--- src/rtl/id_ex_hazard_stage.sv ---
// id_ex_hazard_stage: ID/EX pipeline register with load-use hazard detection.
// A load in EX whose destination is read by the instruction in ID stalls the
// front end for one cycle while a bubble goes into EX. A flush kills the ID
// instruction and also inserts a bubble.
// Optional macro ID_EX_STALL_COUNT_EN builds a saturating 16-bit stall
// counter; without it, stall_count is tied to zero.
module id_ex_hazard_stage #(
   parameter int DATA_WIDTH = 32,
   parameter int REG_BITS   = 5
) (
   input  logic                  clk,
   input  logic                  reset,
   input  logic                  valid_ID,
   input  logic [REG_BITS-1:0]   rs_num_ID,
   input  logic [REG_BITS-1:0]   rt_num_ID,
   input  logic [REG_BITS-1:0]   rd_num_ID,
   input  logic                  uses_rt_ID,
   input  logic [DATA_WIDTH-1:0] rs_data_ID,
   input  logic [DATA_WIDTH-1:0] rt_data_ID,
   input  logic [DATA_WIDTH-1:0] imm_ID,
   input  logic [3:0]            alu_op_ID,
   input  logic                  alu_src_ID,
   input  logic                  wr_enable_ID,
   input  logic                  mem_read_ID,
   input  logic                  mem_write_ID,
   input  logic                  flush,
   output logic                  valid_EX,
   output logic [REG_BITS-1:0]   rs_num_EX,
   output logic [REG_BITS-1:0]   rt_num_EX,
   output logic [REG_BITS-1:0]   rd_num_EX,
   output logic [DATA_WIDTH-1:0] rs_data_EX,
   output logic [DATA_WIDTH-1:0] rt_data_EX,
   output logic [DATA_WIDTH-1:0] imm_EX,
   output logic [3:0]            alu_op_EX,
   output logic                  alu_src_EX,
   output logic                  wr_enable_EX,
   output logic                  mem_read_EX,
   output logic                  mem_write_EX,
   output logic                  stall,
   output logic [15:0]           stall_count
);

   // All EX-stage state in one record so a bubble is a single '0 assignment.
   typedef struct packed {
      logic                  valid;
      logic [REG_BITS-1:0]   rs_num;
      logic [REG_BITS-1:0]   rt_num;
      logic [REG_BITS-1:0]   rd_num;
      logic [DATA_WIDTH-1:0] rs_data;
      logic [DATA_WIDTH-1:0] rt_data;
      logic [DATA_WIDTH-1:0] imm;
      logic [3:0]            alu_op;
      logic                  alu_src;
      logic                  wr_enable;
      logic                  mem_read;
      logic                  mem_write;
   } ex_regs_t;

   ex_regs_t ex_d, ex_q;
   logic     hazard;
   logic     rs_match, rt_match;

   // Load in EX produces a value that the ID instruction needs this cycle;
   // r0 is hardwired to zero and can never be a real dependency.
   always_comb begin
      rs_match = (ex_q.rd_num == rs_num_ID);
      rt_match = uses_rt_ID & (ex_q.rd_num == rt_num_ID);
      hazard   = valid_ID & ex_q.valid & ex_q.mem_read & ex_q.wr_enable &
                 (ex_q.rd_num != '0) & (rs_match | rt_match);
   end

   // A flushed ID instruction is discarded, so there is nothing to hold.
   assign stall = hazard & ~flush;

   // Next EX contents: bubble on flush or hazard, otherwise capture ID with
   // side-effecting controls qualified by valid_ID.
   always_comb begin
      ex_d = '0;
      if (!flush && !hazard) begin
         ex_d.valid     = valid_ID;
         ex_d.rs_num    = rs_num_ID;
         ex_d.rt_num    = rt_num_ID;
         ex_d.rd_num    = rd_num_ID;
         ex_d.rs_data   = rs_data_ID;
         ex_d.rt_data   = rt_data_ID;
         ex_d.imm       = imm_ID;
         ex_d.alu_op    = alu_op_ID;
         ex_d.alu_src   = alu_src_ID;
         ex_d.wr_enable = wr_enable_ID & valid_ID;
         ex_d.mem_read  = mem_read_ID  & valid_ID;
         ex_d.mem_write = mem_write_ID & valid_ID;
      end
   end

   // ID/EX pipeline register.
   always_ff @(posedge clk or posedge reset) begin
      if (reset) ex_q <= '0;
      else       ex_q <= ex_d;
   end

   assign valid_EX     = ex_q.valid;
   assign rs_num_EX    = ex_q.rs_num;
   assign rt_num_EX    = ex_q.rt_num;
   assign rd_num_EX    = ex_q.rd_num;
   assign rs_data_EX   = ex_q.rs_data;
   assign rt_data_EX   = ex_q.rt_data;
   assign imm_EX       = ex_q.imm;
   assign alu_op_EX    = ex_q.alu_op;
   assign alu_src_EX   = ex_q.alu_src;
   assign wr_enable_EX = ex_q.wr_enable;
   assign mem_read_EX  = ex_q.mem_read;
   assign mem_write_EX = ex_q.mem_write;

`ifdef ID_EX_STALL_COUNT_EN
   logic [15:0] stall_count_d, stall_count_q;

   // Count stall cycles, holding at all-ones rather than wrapping.
   always_comb begin
      stall_count_d = stall_count_q;
      if (stall && (stall_count_q != 16'hFFFF))
         stall_count_d = stall_count_q + 16'd1;
   end

   // Stall counter register, cleared only by reset.
   always_ff @(posedge clk or posedge reset) begin
      if (reset) stall_count_q <= '0;
      else       stall_count_q <= stall_count_d;
   end

   assign stall_count = stall_count_q;
`else
   assign stall_count = 16'd0;
`endif

endmodule

--- config.mk ---
export PLATFORM = sky130hd
export DESIGN_NAME = id_ex_hazard_stage
export DESIGN_NICKNAME = d
export VERILOG_FILES = /design/src/rtl/id_ex_hazard_stage.sv
export SDC_FILE = /design/constraint.sdc
export NUM_CORES = 1
export LEC_CHECK = 0
export ABC_CLOCK_PERIOD_IN_PS = 7300
export CORE_MARGIN = 2
export CORE_UTILIZATION = 42
export DETAILED_ROUTE_END_ITERATION = 6
export HOLD_SLACK_MARGIN = 0.05
export PLACE_DENSITY = 0.85
export SLEW_MARGIN = 30
export SYNTH_ARGS = -nofsm -noshare
export SYNTH_HDL_FRONTEND = slang
export SYNTH_SLANG_ARGS = --single-unit
export TNS_END_PERCENT = 10
--- constraint.sdc ---
create_clock -name clk -period 7.3 [get_ports clk]
set_clock_uncertainty 0.15 [all_clocks]
set_input_delay 1.825 -clock clk [delete_from_list [all_inputs] [get_ports clk]]
set_output_delay 1.825 -clock clk [all_outputs]
set_load 0.005 [all_outputs]
* Word-level counts from Yosys, hierarchy flattened *
Index checks and enable logic that the tools add are counted.

storage, ports and cells
  flip-flop bits (word level) = 120
  input port bits = 124
  output and inout bits = 137
  logic and storage cells = 31

cells by class
  equal/unequal tests = 2
  multiplexer cells = 1
  bitwise gates (word level) = 12
  reduce and logical (&&, ||, !) cells = 4

operators by type and width
  kind                 number
  120-bit two-way mux  1
  1-bit AND            10
  5-bit equality test  2
  5-bit nonzero test   1
  1-bit zero test      2
  1-bit logical AND    1
  1-bit NOT            1
  1-bit bitwise OR     1

* Longest topological paths before layout *
Gate-level depths: netlist (run 1).

  depth in word-level cells = 8
  mapped depth = 6
  gate-level depth less buffers = 4

* Worst setup path after synthesis (run 1) *
OpenSTA, ideal clock, no wires.

  path type = input port to output port
  from = input port flush
  to = output port stall
  arrival time = 2.596 ns
  data required time = 5.325 ns
  path slack = 2.729 ns
  stages = 4
  buffers on the path = 3
  cells stage by stage = buf_2 -> clkbuf_1 -> clkbuf_1 -> and3b_1

on the way
  cells in the longest elaborated chain, start to end = 2

ends and longest elaborated chain
  element      line  source
  from (decl)  26    input logic flush,
  1-bit NOT    73    assign stall = hazard & ~flush;
  1-bit AND    73
  to (decl)    39    output logic stall,

No other way between the ends.

* Worst setup path in the final report (run 1) *
  from = input port rt_num_ID[2]
  to = output port stall

on the way
  cells in the longest elaborated chain, start to end = 5

ends and longest elaborated chain
  element              line  source
  from (decl)          15    input logic [REG_BITS-1:0] rt_num_ID,
  5-bit equality test  67    rt_match = uses_rt_ID & (ex_q.rd_num == rt_num_ID);
  1-bit AND            67
  1-bit bitwise OR     69    (ex_q.rd_num != '0) & (rs_match | rt_match);
  1-bit AND            69
  1-bit AND            73

No other way between the ends.

==> results of run 1 <==
[cell families (layout without fill, tap and decap cells)]
logic type / count (synthesis) / in the layout / share of synthesized area, %
xor+xnor: 10 / 10 / 1.80
flops: 120 / 120 / 61.7
buf+inv: 56 / 282 / 6.76
compound gates: 122 / 122 / 13.5
other cells: 1 / 16 / 0.0770
simple gates: 128 / 128 / 16.1
[layout make-up]
cell class / instances / area share [%]
Tap cell: 143 / 2.27
Inverter: 1 / 0.0794
Clock buffer: 23 / 6.07
Clock inverter: 8 / 1.52
Multi-Input combinational cell: 276 / 20.4
Sequential cell: 120 / 38.1
Timing Repair Buffer: 250 / 31.5
[routing by layer]
| layer | wire (um) | up-vias |
|---|---|---|
| met5 | 0 | - |
| met4 | 557 | 0 |
| met3 | 1120 | 44 |
| met2 | 6640 | 198 |
| met1 | 5100 | 1942 |
| li1 | - | 1849 |
[path summary, 6_finish.rpt]
path / start / endpoint / slack, ps / depth (start not counted)
min in group asynchronous: reset / rt_data_EX[17] / 1780 / 2
hold reg to reg: valid_EX / wr_enable_EX / 890 / 4
setup reg to reg: rd_num_EX[2] / rt_data_EX[4] / 4560 / 6
setup / recovery: rt_num_ID[2] / stall / 1400 / 7
max in group asynchronous: reset / imm_EX[1] / 4010 / 3
hold / removal: valid_EX / wr_enable_EX / 890 / 4
[cell usage in the layout, fill, tap and decap left out, types with 2 or more instances in the layout]
master                            instances
sky130_fd_sc_hd__buf_4                    6
sky130_fd_sc_hd__clkbuf_1                 3
sky130_fd_sc_hd__bufinv_16                3
sky130_fd_sc_hd__nand2b_1               116
sky130_fd_sc_hd__clkbuf_8                 3
sky130_fd_sc_hd__conb_1                  16
sky130_fd_sc_hd__nand2_1                  5
sky130_fd_sc_hd__xnor2_1                 10
sky130_fd_sc_hd__clkinv_2                 3
sky130_fd_sc_hd__clkdlybuf4s50_1        243
sky130_fd_sc_hd__a21oi_1                109
sky130_fd_sc_hd__clkinvlp_4               2
sky130_fd_sc_hd__dfrtp_1                120
sky130_fd_sc_hd__clkbuf_16               17
sky130_fd_sc_hd__nand4_1                  2
sky130_fd_sc_hd__a21oi_2                 10
[state kept, by name, indices dropped and copies added (netlist names)]
name,cells
alu_op_EX,4
alu_src_EX,1
imm_EX,32
mem_read_EX,1
mem_write_EX,1
rd_num_EX,5
rs_data_EX,32
rs_num_EX,5
rt_data_EX,32
rt_num_EX,5
valid_EX,1
wr_enable_EX,1
[tightest hold or removal path: stages, from the launching register on]
cell and delay (ps):
sky130_fd_sc_hd__dfrtp_1 380, sky130_fd_sc_hd__nand4_1 130, sky130_fd_sc_hd__a21oi_4 40, sky130_fd_sc_hd__buf_4 260
sky130_fd_sc_hd__a21oi_1 170
[through the flow]
step                      util, %  hold slack [ps]
after global routing         69.3              959
after global placement       64.0              867
after CTS                    69.3              909
final                        69.3              892
after floorplan                 -              696
after detailed placement     64.0              896
[power by group]
part           switching [mW]  internal, mW
clock network           0.278         0.560
registers              0.0115         0.699
logic                  0.0871         0.143
==> metrics, run 1 <==
Final Hold Viols 0; DRT antenna net count 0; Cell Count Post-Placement just under 800; number of violations of the max-capacitance limit 0; proportion of layout cells with a drive suffix above 1 7.08%; total core area between 10000 and 15000 sq um; number of gates given a new drive strength after cts 0; maximum operating frequency around 170 MHz; final global-route overflow total 0; top-count cell post-synth sky130_fd_sc_hd__dfrtp_1; dpl cell area about 7300 sq um; cell type of the slowest stage on the worst timing path sky130_fd_sc_hd__clkdlybuf4s50_1; worst path required time between 5000 and 6000 ps; detailed-route DRC error count 0; total negative slack 0 ps; largest area contributor in the netlist sky130_fd_sc_hd__dfrtp_1; drt first-iter violations 216; total standard cell area after synthesis about 4900 sq um; GRT Util Overall roughly 22%; routed wirelength normalized by instance count approximately 16 um; count of buffers added by post-CTS timing repair for setup 0; final weighted congestion in routability-driven placement 0.839; Post-layout nets a little under 800; cells along the critical path clkdlybuf4s50_1, xnor2_1, nand4_1, o22ai_4, buf_4, and3b_1, clkdlybuf4s50_1; crit-path leading delay family buffers and inverters; Multi-input gate area approximately 1600 sq um; slew at the pin closest to its max-slew limit 908 ps; master cell of the clock root buffer sky130_fd_sc_hd__clkbuf_16; worst-case setup slack after placement between 1000 and 1500 ps; Hold/Removal Path Class reg2reg; die area about 12000 sq um; max-slew headroom at the worst pin between 30 and 40%; Power per Cell Area 226 nW/um^2; initial antenna violation count 0; number of instances in the synthesized netlist between 400 and 500; CP Max Fanout 39; clock transition at the register clock pins on the worst setup and hold paths after CTS 50 ps; number of buffers between clock root and the deepest sink 2; number of enable flip-flop cells after synthesis 0; area of all placed cells without fillers 7880 sq um; average size of a mapped cell between 10 and 15 sq um; final worst-path cycle share between 80% and 90%; slowest stage delay, CP 510 ps; sequential cell area between 3000 and 4000 sq um; IO Count about 260; number of different library cells in the post-synthesis netlist 20; Setup WS post-layout about 1400 ps; commonest cells in the netlist 120 x sky130_fd_sc_hd__dfrtp_1, 116 x sky130_fd_sc_hd__nand2b_1, 110 x sky130_fd_sc_hd__a21oi_1, 25 x sky130_fd_sc_hd__buf_4, 15 x sky130_fd_sc_hd__clkbuf_1; TritonCTS clock tree yes; post-DP HPWL 9.24 mm; clock period minus worst slack just under 6000 ps; met1 Usage GRT between 20% and 30%; portion of the post-synthesis area used by sequential elements 61.7%; hold buffer count at CTS 0; leakage component of the power 3.42 nW; first-pass iteration count of the detailed router 6; global-route wire length before repair 21.6 mm; starting density of the core a little over two fifths; total power ~1.8 mW; final routed wirelength across all metal layers around 13 mm; vias in the first global route 4206; met2 Resource Use GR a little over a third; critical path's most frequent cell sky130_fd_sc_hd__clkdlybuf4s50_1; largest cells by area after synthesis sky130_fd_sc_hd__dfrtp_1 62%, sky130_fd_sc_hd__nand2b_1 15%, sky130_fd_sc_hd__a21oi_1 11%, sky130_fd_sc_hd__buf_4 3.9%, sky130_fd_sc_hd__a21oi_2 1.8%; Final Slew Violations 0; result of the run complete, no violations; share of synthesized registers carrying an async set or reset 100%; die width between 100 and 150 um; endpoint kind of the worst setup timing path primary output; Std-Cell Rows 39; layer carrying the most global-route usage met2; vias post-DR slightly above 4k; maximum number of pins on one net before global-route repair 84; synthesis warning total 0; IR Drop Worst-Case VDD between 0.1 and 0.15 mV; Worst setup SP type input port; register bit count reported by yosys 120; clock latency on the worst-skew pair about 400 ps; total buffers and inverters traversed by the critical path 3; clock net sink count between 100 and 150; Setup violations, final 0; flip-flop cell with the highest count after synthesis sky130_fd_sc_hd__dfrtp_1; routing usage on met3 between 8 and 9%; critical path class in2out; die outline height 112 um; setup repair after global routing missed its margin false; top-area cell type share of the netlist area between 60% and 70%; number of port buffers between 200 and 250; Fillers between 800 and 900; TritonCTS buffer count 17; H-tree depth 4; Finished Layout Cells roughly 820; n_diodes 0; post-DR vias/cell between 4 and 5; area growth from synthesis to layout 61.9%; data arrival time of the critical path about 4000 ps
No activity file was read; power rests on OpenSTA's default activity.
==> run 2: changes to the inputs <==
--- a/config.mk
+++ b/config.mk
@@ -5,12 +5,12 @@
 export SDC_FILE = /design/constraint.sdc
 export NUM_CORES = 1
 export LEC_CHECK = 0
-export ABC_CLOCK_PERIOD_IN_PS = 7300
+export ABC_CLOCK_PERIOD_IN_PS = 5250
 export CORE_MARGIN = 2
-export CORE_UTILIZATION = 42
+export CORE_UTILIZATION = 35
 export DETAILED_ROUTE_END_ITERATION = 6
 export HOLD_SLACK_MARGIN = 0.05
-export PLACE_DENSITY = 0.85
+export PLACE_DENSITY = 0.76
 export SLEW_MARGIN = 30
 export SYNTH_ARGS = -nofsm -noshare
 export SYNTH_HDL_FRONTEND = slang
==> constraint.sdc (replaced) <==
create_clock -name clk -period 5.25 [get_ports clk]
set_clock_uncertainty 0.15 [all_clocks]
set_input_delay 1.3125 -clock clk [delete_from_list [all_inputs] [get_ports clk]]
set_output_delay 1.3125 -clock clk [all_outputs]
set_load 0.005 [all_outputs]
==> run 2 against run 1 <==
Wire length is 0.83% lower. Register-to-register slack worse by 2000 ps. Critical path depth is 1 lower. Global-route usage is 4.5 points lower. Core utilization is 12 points lower. First-iteration DRC count is 4.2% higher. Design area is 0.44% higher.
==> metrics, run 2 (synthesized netlist as in run 1, its figures left out) <==
result of the run complete, no violations (unchanged); switching power share of the total 21.4% (was 21.2%); detailed-route DRC error count 0 (unchanged); H-tree depth 4 (unchanged); final routed wirelength across all metal layers 13.3 mm (was 13.4 mm); critical path's most frequent cell sky130_fd_sc_hd__clkdlybuf4s50_1 (unchanged); routed wirelength normalized by instance count 15.5 um (was 16.3 um); leakage component of the power 3.42 nW (about the same); total core area 13700 sq um (was 11400 sq um); Fillers 1160 (was 851); final worst-path cycle share 84.5%; drt first-iter violations 225 (was 216); CP Max Fanout 2 (was 39); number of gates given a new drive strength after cts 0 (unchanged); hold buffer count at CTS 0 (unchanged); maximum number of pins on one net before global-route repair 121 (was 84); post-DR vias/cell 4.60 (was 4.91); die width 122 um (was 112 um); total negative slack 0 ps (unchanged); clock net sink count 120 (unchanged); DRT antenna net count 0 (unchanged); Final Slew Violations 0 (unchanged); final weighted congestion in routability-driven placement 0.809 (was 0.839); slowest stage delay, CP 520 ps (was 510 ps); number of buffers between clock root and the deepest sink 2 (unchanged); data arrival time of the critical path 2970 ps (was 3930 ps); IO Count 261 (unchanged); endpoint kind of the worst setup timing path primary output (unchanged); Setup violations, final 0 (unchanged); crit-path leading delay family buffers and inverters (unchanged); leading cell types in the layout, fill and taps excluded 243 x sky130_fd_sc_hd__clkdlybuf4s50_1, 120 x sky130_fd_sc_hd__dfrtp_1, 116 x sky130_fd_sc_hd__nand2b_1 (unchanged); die area 14900 sq um (was 12500 sq um); first-pass iteration count of the detailed router 4 (was 6); vias post-DR 3949 (was 4033); Hold/Removal Path Class reg2reg (unchanged); Cell Count Post-Placement 827 (was 790); slew at the pin closest to its max-slew limit 868 ps (was 908 ps); setup repair after global routing missed its margin false (unchanged); n_diodes 0 (unchanged); final global-route overflow total 0 (unchanged); post-DP HPWL 9.06 mm (was 9.24 mm); clock latency on the worst-skew pair 400 ps (about the same); area growth from synthesis to layout 62.6% (was 61.9%); most frequent standard cell in the layout excluding fill and tap cells sky130_fd_sc_hd__clkdlybuf4s50_1 (unchanged); total buffers and inverters traversed by the critical path 2 (was 3); Worst setup SP type input port (unchanged); clock period minus worst slack ~4400 ps; Clk pwr share 46.0% (was 47.1%); cells along the critical path clkdlybuf4s50_1, xnor2_1, nand3_1, o22ai_4, and3b_1, clkdlybuf4s50_1 (was clkdlybuf4s50_1, xnor2_1, nand4_1, o22ai_4, buf_4, and3b_1, clkdlybuf4s50_1); master cell of the clock root buffer sky130_fd_sc_hd__clkbuf_16 (unchanged); clock transition at the register clock pins on the worst setup and hold paths after CTS 50 ps (about the same); proportion of layout cells with a drive suffix above 1 7.08% (unchanged); Finished Layout Cells 858 (was 821); cell-internal power 1.90 mW (was 1.40 mW); critical path class in2out (unchanged); count of buffers added by post-CTS timing repair for setup 0 (unchanged); global-route wire length before repair 20.1 mm (was 21.6 mm); number of port buffers 244 (unchanged); worst path required time 3790 ps (was 5330 ps); Power per Cell Area 306 nW/um^2 (was 226 nW/um^2); IR Drop Worst-Case VDD 0.169 mV (was 0.121 mV); vias in the first global route 3945 (was 4206); part of the power in registers 40.8% (was 40.0%); Final Hold Viols 0 (unchanged); number of violations of the max-capacitance limit 0 (unchanged); Std-Cell Rows 43 (was 39); die outline height 122 um (was 112 um); starting density of the core 35.5% (was 42.8%); cell type of the slowest stage on the worst timing path sky130_fd_sc_hd__clkdlybuf4s50_1 (unchanged); maximum operating frequency ~230 MHz; switching power total 0.517 mW (was 0.377 mW); max-slew headroom at the worst pin 42.2% (was 39.4%); Post-layout nets 790 (unchanged); GRT Util Overall 17.6% (was 22.2%); TritonCTS buffer count 17 (unchanged); combinational share of power 13.2% (was 12.9%); TritonCTS clock tree yes (unchanged); initial antenna violation count 0 (unchanged)
[run 2: path summary, 6_finish.rpt]
path	from	endpoint	slack (ps)	cells after the start
worst max-delay path	rs_num_ID[1]	stall	810	6
worst min-delay path	valid_EX	rd_num_EX[0]	950	4
worst max register to register	rd_num_EX[1]	imm_EX[12]	2570	6
worst min register to register	valid_EX	rd_num_EX[0]	950	4
max in group asynchronous	reset	rs_data_EX[10]	3170	3
min in group asynchronous	reset	rt_data_EX[11]	1260	3
[run 2: metal layers]
| metal | wire length (um) | track usage [%] | up-vias |
|---|---|---|---|
| met1 | 5040 | 19.9 | 1911 |
| met2 | 6770 | 30.0 | 172 |
| met4 | 232 | 6.75 | 0 |
| met5 | 0 | 0 | - |
| li1 | - | - | 1849 |
| met3 | 1270 | 7.02 | 17 |
[run 2: area by class of cell]
class	instances	area, sq um	share of cell area, %
multi-input cells	276	1610	20.3
inverters	1	6.26	0.0791
repair buffers	250	2490	31.5
clock buffers	23	478	6.04
flip-flops and latches	120	3000	37.9
well taps	180	225	2.85
clock inverters	8	96.3	1.22
[run 2: power by group through the flow]
stage | Clock [mW] | Sequential, mW | Combinational, mW
after global placement | 0 | 1.00 | 0.318
after detailed placement | 0 | 1.00 | 0.323
after global routing | 1.19 | 0.992 | 0.348
final | 1.11 | 0.989 | 0.319
after CTS | 1.14 | 0.989 | 0.325
after floorplan | 0 | 1.01 | 0.110
[run 2: stage by stage]
step	utilization, %	total power, mW	hold WS [ps]	instance area (sq um)	setup slack (ps)
floorplan	-	1.12	696	4920	602
global placement	53.5	1.32	978	7340	855
detailed placement	53.5	1.33	980	7340	810
CTS	57.7	2.45	994	7910	806
global route	57.7	2.53	1040	7910	741
finish	57.7	2.42	947	7910	814
[run 2: worst register-to-register path, cell delays in order, from the launching register on]
cell and delay, ps:
sky130_fd_sc_hd__dfrtp_1 430, sky130_fd_sc_hd__xnor2_1 200, sky130_fd_sc_hd__nand3_1 140, sky130_fd_sc_hd__o22ai_4 200, sky130_fd_sc_hd__buf_4 470, sky130_fd_sc_hd__buf_4 730, sky130_fd_sc_hd__a21oi_1 210
